$ cat src/rtl/wb_port_arbiter_pkg.sv
// Shared types and constants for the register-file write-port arbiter.
//   wb_req_t    : buffered write request {addr, data}
//   arb_state_t : arbiter FSM states
//   REG_ZERO    : architectural zero register, never written or pending
package wb_pkg;

  localparam int unsigned REG_AW  = 5;
  localparam int unsigned DATA_W  = 32;
  localparam int unsigned Q_PORTS = 3;

  localparam logic [REG_AW-1:0] REG_ZERO = 5'd0;

  typedef struct packed {
    logic [REG_AW-1:0] addr;
    logic [DATA_W-1:0] data;
  } wb_req_t;

  typedef enum logic {
    NORMAL = 1'b0,
    FORCE  = 1'b1
  } arb_state_t;

endpackage

$ cat src/rtl/wb_port_arbiter_if.sv
// Writeback bus bundle between the pipeline / multi-cycle unit and the arbiter.
//   pipe_*  : in-order pipeline writeback request
//   mc_*    : multi-cycle unit result handshake
//   stall_o : pipeline freeze
//   q_*     : decode scoreboard query {rd, rs2, rs1} and per-field pending flags
//   rf_*    : register-file write port
// slave is the arbiter's view, master is the environment's view.
interface wb_port_arbiter_if;
  import wb_pkg::*;

  logic                     pipe_wren_i;
  logic [REG_AW-1:0]        pipe_addr_i;
  logic [DATA_W-1:0]        pipe_data_i;
  logic                     mc_valid_i;
  logic [REG_AW-1:0]        mc_addr_i;
  logic [DATA_W-1:0]        mc_data_i;
  logic                     mc_ready_o;
  logic                     stall_o;
  logic [Q_PORTS*REG_AW-1:0] q_addr_i;
  logic [Q_PORTS-1:0]       q_pend_o;
  logic                     rf_wren_o;
  logic [REG_AW-1:0]        rf_addr_o;
  logic [DATA_W-1:0]        rf_data_o;

  modport slave (
    input  pipe_wren_i, pipe_addr_i, pipe_data_i,
    input  mc_valid_i, mc_addr_i, mc_data_i, q_addr_i,
    output mc_ready_o, stall_o, q_pend_o,
    output rf_wren_o, rf_addr_o, rf_data_o
  );

  modport master (
    output pipe_wren_i, pipe_addr_i, pipe_data_i,
    output mc_valid_i, mc_addr_i, mc_data_i, q_addr_i,
    input  mc_ready_o, stall_o, q_pend_o,
    input  rf_wren_o, rf_addr_o, rf_data_o
  );

endinterface

$ cat src/rtl/wb_port_arbiter_fifo.sv
// Multi-cycle result FIFO with per-entry valid/addr exposed for scoreboard compare.
//   clk_i, rst_i     : clock, synchronous active-high reset
//   push_i, din_i    : write one entry (caller guarantees !full_o)
//   pop_i            : drop head (caller guarantees !empty_o)
//   full_o, empty_o  : occupancy flags
//   head_o           : oldest entry
//   valid_o, addr_o  : flat per-slot valid bits and destination addresses
module wb_fifo
  import wb_pkg::*;
#(
  parameter int unsigned DEPTH = 2
) (
  input  logic                      clk_i,
  input  logic                      rst_i,
  input  logic                      push_i,
  input  wb_req_t                   din_i,
  input  logic                      pop_i,
  output logic                      full_o,
  output logic                      empty_o,
  output wb_req_t                   head_o,
  output logic [DEPTH-1:0]          valid_o,
  output logic [DEPTH*REG_AW-1:0]   addr_o
);

  localparam int unsigned PW = $clog2(DEPTH);
  localparam int unsigned CW = PW + 1;

  wb_req_t          mem [DEPTH];
  logic [DEPTH-1:0] vld;
  logic [PW-1:0]    wr_ptr;
  logic [PW-1:0]    rd_ptr;
  logic [CW-1:0]    count;

  // Push and pop never touch the same slot: that needs count==0 and count==DEPTH at once.
  always_ff @(posedge clk_i) begin
    if (rst_i) begin
      vld    <= '0;
      wr_ptr <= '0;
      rd_ptr <= '0;
      count  <= '0;
    end else begin
      if (push_i) begin
        mem[wr_ptr] <= din_i;
        vld[wr_ptr] <= 1'b1;
        wr_ptr      <= wr_ptr + PW'(1);
      end
      if (pop_i) begin
        vld[rd_ptr] <= 1'b0;
        rd_ptr      <= rd_ptr + PW'(1);
      end
      count <= count + CW'(push_i) - CW'(pop_i);
    end
  end

  assign full_o  = (count == CW'(DEPTH));
  assign empty_o = (count == '0);
  assign head_o  = mem[rd_ptr];
  assign valid_o = vld;

  for (genvar i = 0; i < DEPTH; i++) begin : g_addr
    assign addr_o[i*REG_AW +: REG_AW] = mem[i].addr;
  end

endmodule

$ cat src/rtl/wb_port_arbiter.sv
// Register-file write-port arbiter: pipeline writeback vs buffered multi-cycle results.
//   clk_i : clock
//   rst_i : synchronous active-high reset
//   bus   : writeback bundle (slave view); rf_* registered, mc_ready_o/q_pend_o combinational,
//           stall_o decoded from the FSM state
module wb_port_arbiter
  import wb_pkg::*;
#(
  parameter int unsigned DEPTH      = 2,
  parameter int unsigned STARVE_MAX = 4
) (
  input logic               clk_i,
  input logic               rst_i,
  wb_port_arbiter_if.slave  bus
);

  localparam int unsigned AGE_W = $clog2(STARVE_MAX + 1);

  arb_state_t               state;
  logic [AGE_W-1:0]         age;
  logic                     rf_wren_q;
  logic [REG_AW-1:0]        rf_addr_q;
  logic [DATA_W-1:0]        rf_data_q;

  logic                     pipe_valid;
  logic                     push;
  logic                     push_store;
  logic                     grant_pipe;
  logic                     pop;
  logic                     force_next;
  logic                     full;
  logic                     empty;
  wb_req_t                  head;
  wb_req_t                  push_req;
  logic [DEPTH-1:0]         valid_vec;
  logic [DEPTH*REG_AW-1:0]  addr_vec;
  logic [Q_PORTS-1:0]       q_pend;

  wb_fifo #(.DEPTH(DEPTH)) u_fifo (
    .clk_i   (clk_i),
    .rst_i   (rst_i),
    .push_i  (push_store),
    .din_i   (push_req),
    .pop_i   (pop),
    .full_o  (full),
    .empty_o (empty),
    .head_o  (head),
    .valid_o (valid_vec),
    .addr_o  (addr_vec)
  );

  // Grant decision: pipe wins in NORMAL; FIFO takes idle slots and the FORCE cycle.
  always_comb begin
    pipe_valid = bus.pipe_wren_i && (bus.pipe_addr_i != REG_ZERO);
    push       = bus.mc_valid_i && !full;
    push_store = push && (bus.mc_addr_i != REG_ZERO);
    push_req   = '{addr: bus.mc_addr_i, data: bus.mc_data_i};
    grant_pipe = (state == NORMAL) && pipe_valid;
    pop        = !empty && !grant_pipe;
    force_next = (state == NORMAL) && !empty && !pop && (age == AGE_W'(STARVE_MAX - 1));
  end

  // FSM, head age counter and registered write port.
  always_ff @(posedge clk_i) begin
    if (rst_i) begin
      state     <= NORMAL;
      age       <= '0;
      rf_wren_q <= 1'b0;
      rf_addr_q <= '0;
      rf_data_q <= '0;
    end else begin
      state <= force_next ? FORCE : NORMAL;

      if (empty || pop)
        age <= '0;
      else if (age != AGE_W'(STARVE_MAX))
        age <= age + AGE_W'(1);

      if (grant_pipe) begin
        rf_wren_q <= 1'b1;
        rf_addr_q <= bus.pipe_addr_i;
        rf_data_q <= bus.pipe_data_i;
      end else if (pop) begin
        rf_wren_q <= 1'b1;
        rf_addr_q <= head.addr;
        rf_data_q <= head.data;
      end else begin
        rf_wren_q <= 1'b0;
        rf_addr_q <= '0;
        rf_data_q <= '0;
      end
    end
  end

  // Scoreboard: a query field is pending if it matches a buffered entry or this cycle's stored push.
  always_comb begin
    q_pend = '0;
    for (int i = 0; i < int'(Q_PORTS); i++) begin
      logic [REG_AW-1:0] fld;
      logic              hit;
      fld = bus.q_addr_i[i*REG_AW +: REG_AW];
      hit = push_store && (bus.mc_addr_i == fld);
      for (int j = 0; j < int'(DEPTH); j++)
        hit = hit || (valid_vec[j] && (addr_vec[j*REG_AW +: REG_AW] == fld));
      q_pend[i] = hit && (fld != REG_ZERO);
    end
  end

  assign bus.mc_ready_o = !full;
  assign bus.stall_o    = (state == FORCE);
  assign bus.q_pend_o   = q_pend;
  assign bus.rf_wren_o  = rf_wren_q;
  assign bus.rf_addr_o  = rf_addr_q;
  assign bus.rf_data_o  = rf_data_q;

endmodule

$ cat src/flat_wrapper.sv
// flat-port wrapper written by rule: the top's interface ports become plain ports
module wb_port_arbiter_flat import wb_pkg::*;
#(
  parameter int unsigned DEPTH      = 2,
  parameter int unsigned STARVE_MAX = 4
)
  (clk_i, rst_i, bus_pipe_wren_i, bus_pipe_addr_i, bus_pipe_data_i, bus_mc_valid_i, bus_mc_addr_i, bus_mc_data_i, bus_q_addr_i, bus_mc_ready_o, bus_stall_o, bus_q_pend_o, bus_rf_wren_o, bus_rf_addr_o, bus_rf_data_o);
  wb_port_arbiter_if bus_i ();
  input logic clk_i;
  input logic rst_i;
  input wire logic [$bits(bus_i.pipe_wren_i)-1:0] bus_pipe_wren_i;
  input wire logic [$bits(bus_i.pipe_addr_i)-1:0] bus_pipe_addr_i;
  input wire logic [$bits(bus_i.pipe_data_i)-1:0] bus_pipe_data_i;
  input wire logic [$bits(bus_i.mc_valid_i)-1:0] bus_mc_valid_i;
  input wire logic [$bits(bus_i.mc_addr_i)-1:0] bus_mc_addr_i;
  input wire logic [$bits(bus_i.mc_data_i)-1:0] bus_mc_data_i;
  input wire logic [$bits(bus_i.q_addr_i)-1:0] bus_q_addr_i;
  output wire logic [$bits(bus_i.mc_ready_o)-1:0] bus_mc_ready_o;
  output wire logic [$bits(bus_i.stall_o)-1:0] bus_stall_o;
  output wire logic [$bits(bus_i.q_pend_o)-1:0] bus_q_pend_o;
  output wire logic [$bits(bus_i.rf_wren_o)-1:0] bus_rf_wren_o;
  output wire logic [$bits(bus_i.rf_addr_o)-1:0] bus_rf_addr_o;
  output wire logic [$bits(bus_i.rf_data_o)-1:0] bus_rf_data_o;
  assign bus_i.pipe_wren_i = bus_pipe_wren_i;
  assign bus_i.pipe_addr_i = bus_pipe_addr_i;
  assign bus_i.pipe_data_i = bus_pipe_data_i;
  assign bus_i.mc_valid_i = bus_mc_valid_i;
  assign bus_i.mc_addr_i = bus_mc_addr_i;
  assign bus_i.mc_data_i = bus_mc_data_i;
  assign bus_i.q_addr_i = bus_q_addr_i;
  assign bus_mc_ready_o = bus_i.mc_ready_o;
  assign bus_stall_o = bus_i.stall_o;
  assign bus_q_pend_o = bus_i.q_pend_o;
  assign bus_rf_wren_o = bus_i.rf_wren_o;
  assign bus_rf_addr_o = bus_i.rf_addr_o;
  assign bus_rf_data_o = bus_i.rf_data_o;
  wb_port_arbiter #(.DEPTH(DEPTH), .STARVE_MAX(STARVE_MAX)) u_core (.clk_i(clk_i), .rst_i(rst_i), .bus(bus_i));
endmodule
$ cat config.mk
export PLATFORM = sky130hd
export DESIGN_NAME = wb_port_arbiter_flat
export DESIGN_NICKNAME = d
export VERILOG_FILES = /design/src/rtl/wb_port_arbiter_pkg.sv /design/src/rtl/wb_port_arbiter_if.sv /design/src/rtl/wb_port_arbiter_fifo.sv /design/src/rtl/wb_port_arbiter.sv /design/src/flat_wrapper.sv
export SDC_FILE = /design/constraint.sdc
export NUM_CORES = 1
export LEC_CHECK = 0
export ABC_AREA = 1
export CAP_MARGIN = 10
export CORE_MARGIN = 5
export CORE_UTILIZATION = 42
export CTS_CLUSTER_DIAMETER = 200
export DETAILED_ROUTE_END_ITERATION = 8
export GPL_TIMING_DRIVEN = 0
export PLACE_DENSITY = 0.72
export SKIP_CTS_REPAIR_TIMING = 1
export SLEW_MARGIN = 25
export SYNTH_ARGS = -nofsm -noshare
export SYNTH_HDL_FRONTEND = slang
export SYNTH_HIERARCHICAL = 1
export SYNTH_SLANG_ARGS = --single-unit
$ cat constraint.sdc
create_clock -name clk_i -period 3.2 [get_ports clk_i]
set_input_delay 0.96 -clock clk_i [delete_from_list [all_inputs] [get_ports clk_i]]
set_output_delay 0.96 -clock clk_i [all_outputs]
set_load 0.01 [all_outputs]
### Yosys cells after proc, flatten, opt, wreduce, memory -nomap -nowiden

Memories as Yosys holds them, arrays and structs flattened. A register that Yosys moved wholly into a read port is not among the register bits.
Cells that the tools add are included.

| cells by class | value |
|---|---|
| add/subtract/negate cells | 5 |
| magnitude comparators | 4 |
| equality and inequality tests | 12 |
| multiplexer cells | 19 |
| bitwise logic cells | 4 |
| reduce and logical (&&, ||, !) cells | 40 |

Operators by type and width:

| cell | count |
|---|---|
| $mux W32 | 2 |
| $eq A5 B5 Y1 | 9 |
| $reduce_bool A5 Y1 | 5 |
| $logic_and A1 B1 Y1 | 22 |
| $mux W1 | 10 |
| $mux W5 | 2 |
| $logic_or A1 B1 Y1 | 7 |
| $mux W2 | 3 |
| $logic_not A1 Y1 | 4 |
| $lt A1 B2 Y1 const B | 2 |
| $add A3 B1 Y3 const B | 1 |
| $eq A3 B2 Y1 const B | 1 |
| $ne A3 B3 Y1 const B | 1 |
| $add A1 B1 Y1 const B | 2 |
| $add A2 B1 Y2 | 1 |
| $and A2 B2 Y2 | 1 |
| $demux W1 S1 | 2 |
| $eq A2 B2 Y1 const B | 1 |
| $ge A1 B1 Y1 const B | 2 |
| $logic_not A2 Y1 | 1 |
| $not A2 Y2 | 1 |
| $or A2 B2 Y2 | 1 |
| $reduce_or A2 Y1 | 1 |
| $sub A2 B1 Y2 | 1 |
| $not A1 Y1 | 1 |

| word-level totals | value |
|---|---|
| bits in registers | 48 |
| RAM bits | 74 |
| input port bits | 93 |
| output and inout bits | 43 |
| word-level logic and storage cells | 94 |
| memories kept | 1 |

Memory list:

| name | words | width | read ports | clocked after memory_dff | wr ports | RTL line | text |
|---|---|---|---|---|---|---|---|
| u_core.u_fifo.mem | 2 | 37 | 3 | 1 | 1 | wb_port_arbiter_fifo.sv:28 | `wb_req_t mem [DEPTH];` |

### Logic depth before layout (Yosys ltp)

| logic depth | value |
|---|---|
| depth after elaboration | 9 |
| gate-level depth with buffers | 13 |

### Cells and area by module

Netlist, hierarchy kept.

By module, submodules not included:

| module | instances | cells each | area each (µm²) | sequential area each (µm²) |
|---|---|---|---|---|
| wb_fifo | 1 | 167 | 3199.3 | 2362.3 |
| wb_port_arbiter | 1 | 400 | 2332.2 | 840.8 |

### Worst setup path before layout

Ideal clock, no wire load.

| path | value |
|---|---|
| path kind | input to register |
| from | input bus_mc_addr_i[4] |
| to | memory u_core/u_fifo/mem[0][0] in the netlist's numbering, enable pin |
| library setup time | 0.431 ns |
| data arrival time | 2.982 ns |
| required time | 2.769 ns |
| path slack | -0.213 ns |
| cell stages on the path | 6 |
| path buffers | 0 |
| cells stage by stage | inv_1 > nand4_1 > nand3_1 > inv_1 > nand2_1 > nor2_1 |

| on the way | value |
|---|---|
| word-level cells in the longest chain between the ends | 5 |

Ends and longest elaborated chain:

| item | RTL line | text |
|---|---|---|
| start, declared | flat_wrapper.sv:15 | `input wire logic [$bits(bus_i.mc_addr_i)-1:0] bus_mc_addr_i;` |
| $reduce_bool A5 Y1 | wb_port_arbiter.sv:56 | `push_store = push && (bus.mc_addr_i != REG_ZERO);` |
| $logic_and A1 B1 Y1 | wb_port_arbiter.sv:56 |  |
| via u_core.push_store | wb_port_arbiter.sv:27 | `logic push_store;` |
| $mux W1 | wb_port_arbiter_fifo.sv:42 | `if (push_i) begin` |
| $mux W1 | wb_port_arbiter_fifo.sv:36 | `if (rst_i) begin` |
| $mux W1 (not written as such) | wb_port_arbiter_fifo.sv:43 | `mem[wr_ptr] <= din_i;` |
| end, declared | wb_port_arbiter_fifo.sv:28 |  |

The timed path passes the listed nets, and every way through them passes these cells.

### Final worst setup path

| path | value |
|---|---|
| from | input bus_mc_addr_i[3] |
| to | output bus_q_pend_o[2] |

| on the way | value |
|---|---|
| word-level cells in the longest chain between the ends | 6 |
| elaborated cells on any way between the ends | 7 |

Ends and longest elaborated chain:

| item | RTL line | text |
|---|---|---|
| $reduce_bool A5 Y1 | wb_port_arbiter.sv:56 |  |
| $logic_and A1 B1 Y1 | wb_port_arbiter.sv:56 |  |
| $logic_and A1 B1 Y1 * | wb_port_arbiter.sv:102 | `hit = push_store && (bus.mc_addr_i == fld);` |
| $logic_or A1 B1 Y1 * (2 in a row) | wb_port_arbiter.sv:104 | `hit = hit \|\| (valid_vec[j] && (addr_vec[j*REG_AW +: REG_AW] == fld));` |
| $logic_and A1 B1 Y1 * | wb_port_arbiter.sv:105 | `q_pend[i] = hit && (fld != REG_ZERO);` |
| end, declared | flat_wrapper.sv:20 | `output wire logic [$bits(bus_i.q_pend_o)-1:0] bus_q_pend_o;` |

Every way passes the cells marked *; elsewhere a longest branch is shown, timed or not.

==> run metrics <==
outcome=finished clean; CTS tree=done; vias=approximately 4200; clock group share of total power=36.3%; total track usage=~17%; global route overflow=0; number of antenna diodes=0; Remaining DRCs=0; Num CTS Buffers=17; Top delay family on crit path=simple AND/OR/NAND/NOR gates; IO buf count=~140; # clock sinks=around 120; Slew Limit Fails=0; largest net degree at the start of global routing=30; hold slack=0.506 ns; Detailed Route WL=roughly 13000 um; Fin Setup TNS=0 ns; initial drt markers=~300; Sw Ratio=roughly a quarter; Syn Nets=665; Avg WL per Cell=14.6 um; Int Pwr=between 3000 and 4000 uW; clock slew at reported path FFs=about 0.060 ns; crit path buf inv count=3; Post-Syn Instances=around 570; Seq pwr share=slightly below 40%; power share of the combinational group=24.0%; CP max-delay cell=dlymetal6s2s_1; fin crit share=95.3%; max_slew headroom=about 54%; Psw=approximately 1300 uW; clk_skew=approximately 0.011 ns; global-route wire length before repair=approximately 21000 um; CP peak stage delay=about 0.24 ns; Final min period=between 3 and 4 ns; Max Freq=approximately 330 MHz; fin cells=between 900 and 1000; synthesized flop and latch total=123; Die Width=~120 um; fraction of layout cells with a size suffix above 1=13.6%; H-Tree Depth=4; antenna-violating nets left=0; Netlist cell types=24; Die H=between 100 and 150 um; drt first pass iters=5; Tightest Pin Transition=between 0.6 and 0.7 ns; Crit path top cell by count=nor2_1; routability cong.=0.869; core area=about 13000 um2; Mapped Area=about 5500 um2; endpoints failing hold=0; Overall Power=just under 5000 uW; Data required, critical path=approximately 2.2 ns; placed instance count=880; final setup vio count=0; vias in the first global route=approximately 4400; Root Buffer=clkbuf_16; pwr dens=~630 nW/um2; Max Cap Viol=0; maximum vdd ir drop=approximately 0.35 mV; DP HPWL=9970 um; crit path cell chain=dlymetal6s2s_1 > inv_1 > nand2_1 > nand2_1 > nor2_1 > nand3_1 > nor2_1 > nor2_1 > nor2_1 > clkbuf_2; nets=821; Crit. End Element=primary output; CTS Buffer Depth=2; unrepaired setup endpoints after global routing=false; crit-path max FO=6; Leakage=roughly 0.0036 uW; Avg Vias per Cell=4.62; I/O Pins=around 140; Setup Crit Path Kind=primary input to primary output; Worst Path Arrival=~2.1 ns; Starting Density=42.3%; Synthesis Warnings=6; critical path launch point type=primary input; synth-to-layout area growth=40.6%; Die Footprint=around 16000 um2; row cnt=42; Worst-Skew Late Latency=about 0.40 ns; sequential area share after synthesis=between 50% and 60%; syn_area_per_cell=9.76 um2; initial antenna violation count=0; Hold Crit Class=register to register
[power groups by stage]
stage	Combinational, uW	Clock [uW]	Sequential [uW]
after floorplan	681	0	2010
after global placement	1150	0	1980
after detailed placement	1190	0	1980
after CTS	1200	1820	1950
after global routing	1290	1910	1970
final	1180	1790	1950
[cells in the final DEF (no fill, tap or decap), types with 4 or more instances in the layout]
master | synthesis | layout
o21ai_0 | 8 | 8
mux2_4 | 30 | 30
dlymetal6s2s_1 | 0 | 21
buf_4 | 10 | 10
mux2_2 | 7 | 7
nor3_1 | 5 | 5
inv_1 | 54 | 50
inv_2 | 0 | 4
clkdlybuf4s50_1 | 0 | 112
nand2_1 | 229 | 229
nand3_1 | 17 | 17
ha_1 | 5 | 5
clkbuf_16 | 0 | 18
a21oi_1 | 7 | 7
buf_6 | 4 | 4
nor2_1 | 51 | 49
dfxtp_1 | 49 | 49
edfxtp_1 | 74 | 74
buf_12 | 3 | 4
[cell type report]
type	instances	area, um2
Clock inverter	10	88.8
Buffer	20	195
Timing Repair Buffer	137	1440
Tap cell	176	220
Clock buffer	22	485
Fill cell	1090	5310
Sequential cell	123	3200
Multi-Input combinational cell	370	1940
Inverter	54	203
[cell families after synthesis]
logic type	count (synthesis)	share of synthesized area [%]
xor+xnor	4	0.633
compound gates	16	1.47
flops	123	57.9
buf+inv	74	7.19
simple gates	308	22.1
fa+ha+maj	5	1.13
mux	37	9.57
[cell usage after synthesis, drive strengths merged]
master,number,area share (%)
inv,54,3.7
edfxtp,74,40
xor2,1,0.16
nor3,5,0.45
nand4,2,0.23
xnor2,3,0.48
a21oi,7,0.63
o22ai,1,0.11
dfxtp,49,18
buf,20,3.5
o21ai,8,0.72
nand2,231,16
nor2,53,4.0
ha,5,1.1
mux2,37,9.6
nand3,17,1.5
[tightest hold or removal path, stage by stage (launching register included)]
cell	delay, ns
dfxtp_1	0.33
nand2_1	0.07
a21oi_1	0.05
[layer usage]
metal / vias up / track usage, % / routed length [um]
li1: 2126 / - / -
met1: 1946 / 20.7 / 5850
met2: 133 / 30.4 / 6640
met3: 8 / 5.06 / 736
met4: 0 / 5.67 / 129
met5: - / 0 / 0
[path summary, 6_finish.rpt]
kind | from | end | slack (ns) | cells past startpoint
setup / recovery | bus_mc_addr_i[3] | bus_q_pend_o[2] | 0.15 | 10
hold / removal | u_core/u_fifo/valid_o[1]$_SDFF_PP0_ | u_core/u_fifo/valid_o[1]$_SDFF_PP0_ | 0.51 | 2
setup reg to reg | u_core/u_fifo/count[1]$_SDFF_PP0_ | u_core/u_fifo/mem[0][3]$_DFFE_PP_ | 1.06 | 8
hold reg to reg | u_core/u_fifo/valid_o[1]$_SDFF_PP0_ | u_core/u_fifo/valid_o[1]$_SDFF_PP0_ | 0.51 | 2
[stage by stage]
stage | area [um2] | utilization (%) | worst slack, ns
2_1_floorplan | 5530 | - | 0.399
3_3_place_gp | 7110 | 54.3 | -1.07
3_5_place_dp | 7160 | 54.7 | -0.584
4_1_cts | 7730 | 59.1 | -0.591
5_1_grt | 7780 | 59.4 | 0.00296
6_report | 7780 | 59.4 | 0.150
[flip-flops by register name, summed over array words and instances, names as in the netlist, named ones only]
name and cells:
u_core/bus.rf_addr_o 5, u_core/u_fifo/valid_o 2, u_core/u_fifo/count 2, u_core/u_fifo/rd_ptr 1
u_core/age 3, u_core/u_fifo/wr_ptr 1, u_core/bus.rf_data_o 32, u_core/bus.stall_o 1
u_core/bus.rf_wren_o 1, u_core/u_fifo/mem 74
No activity file was read; power rests on OpenSTA's default activity.
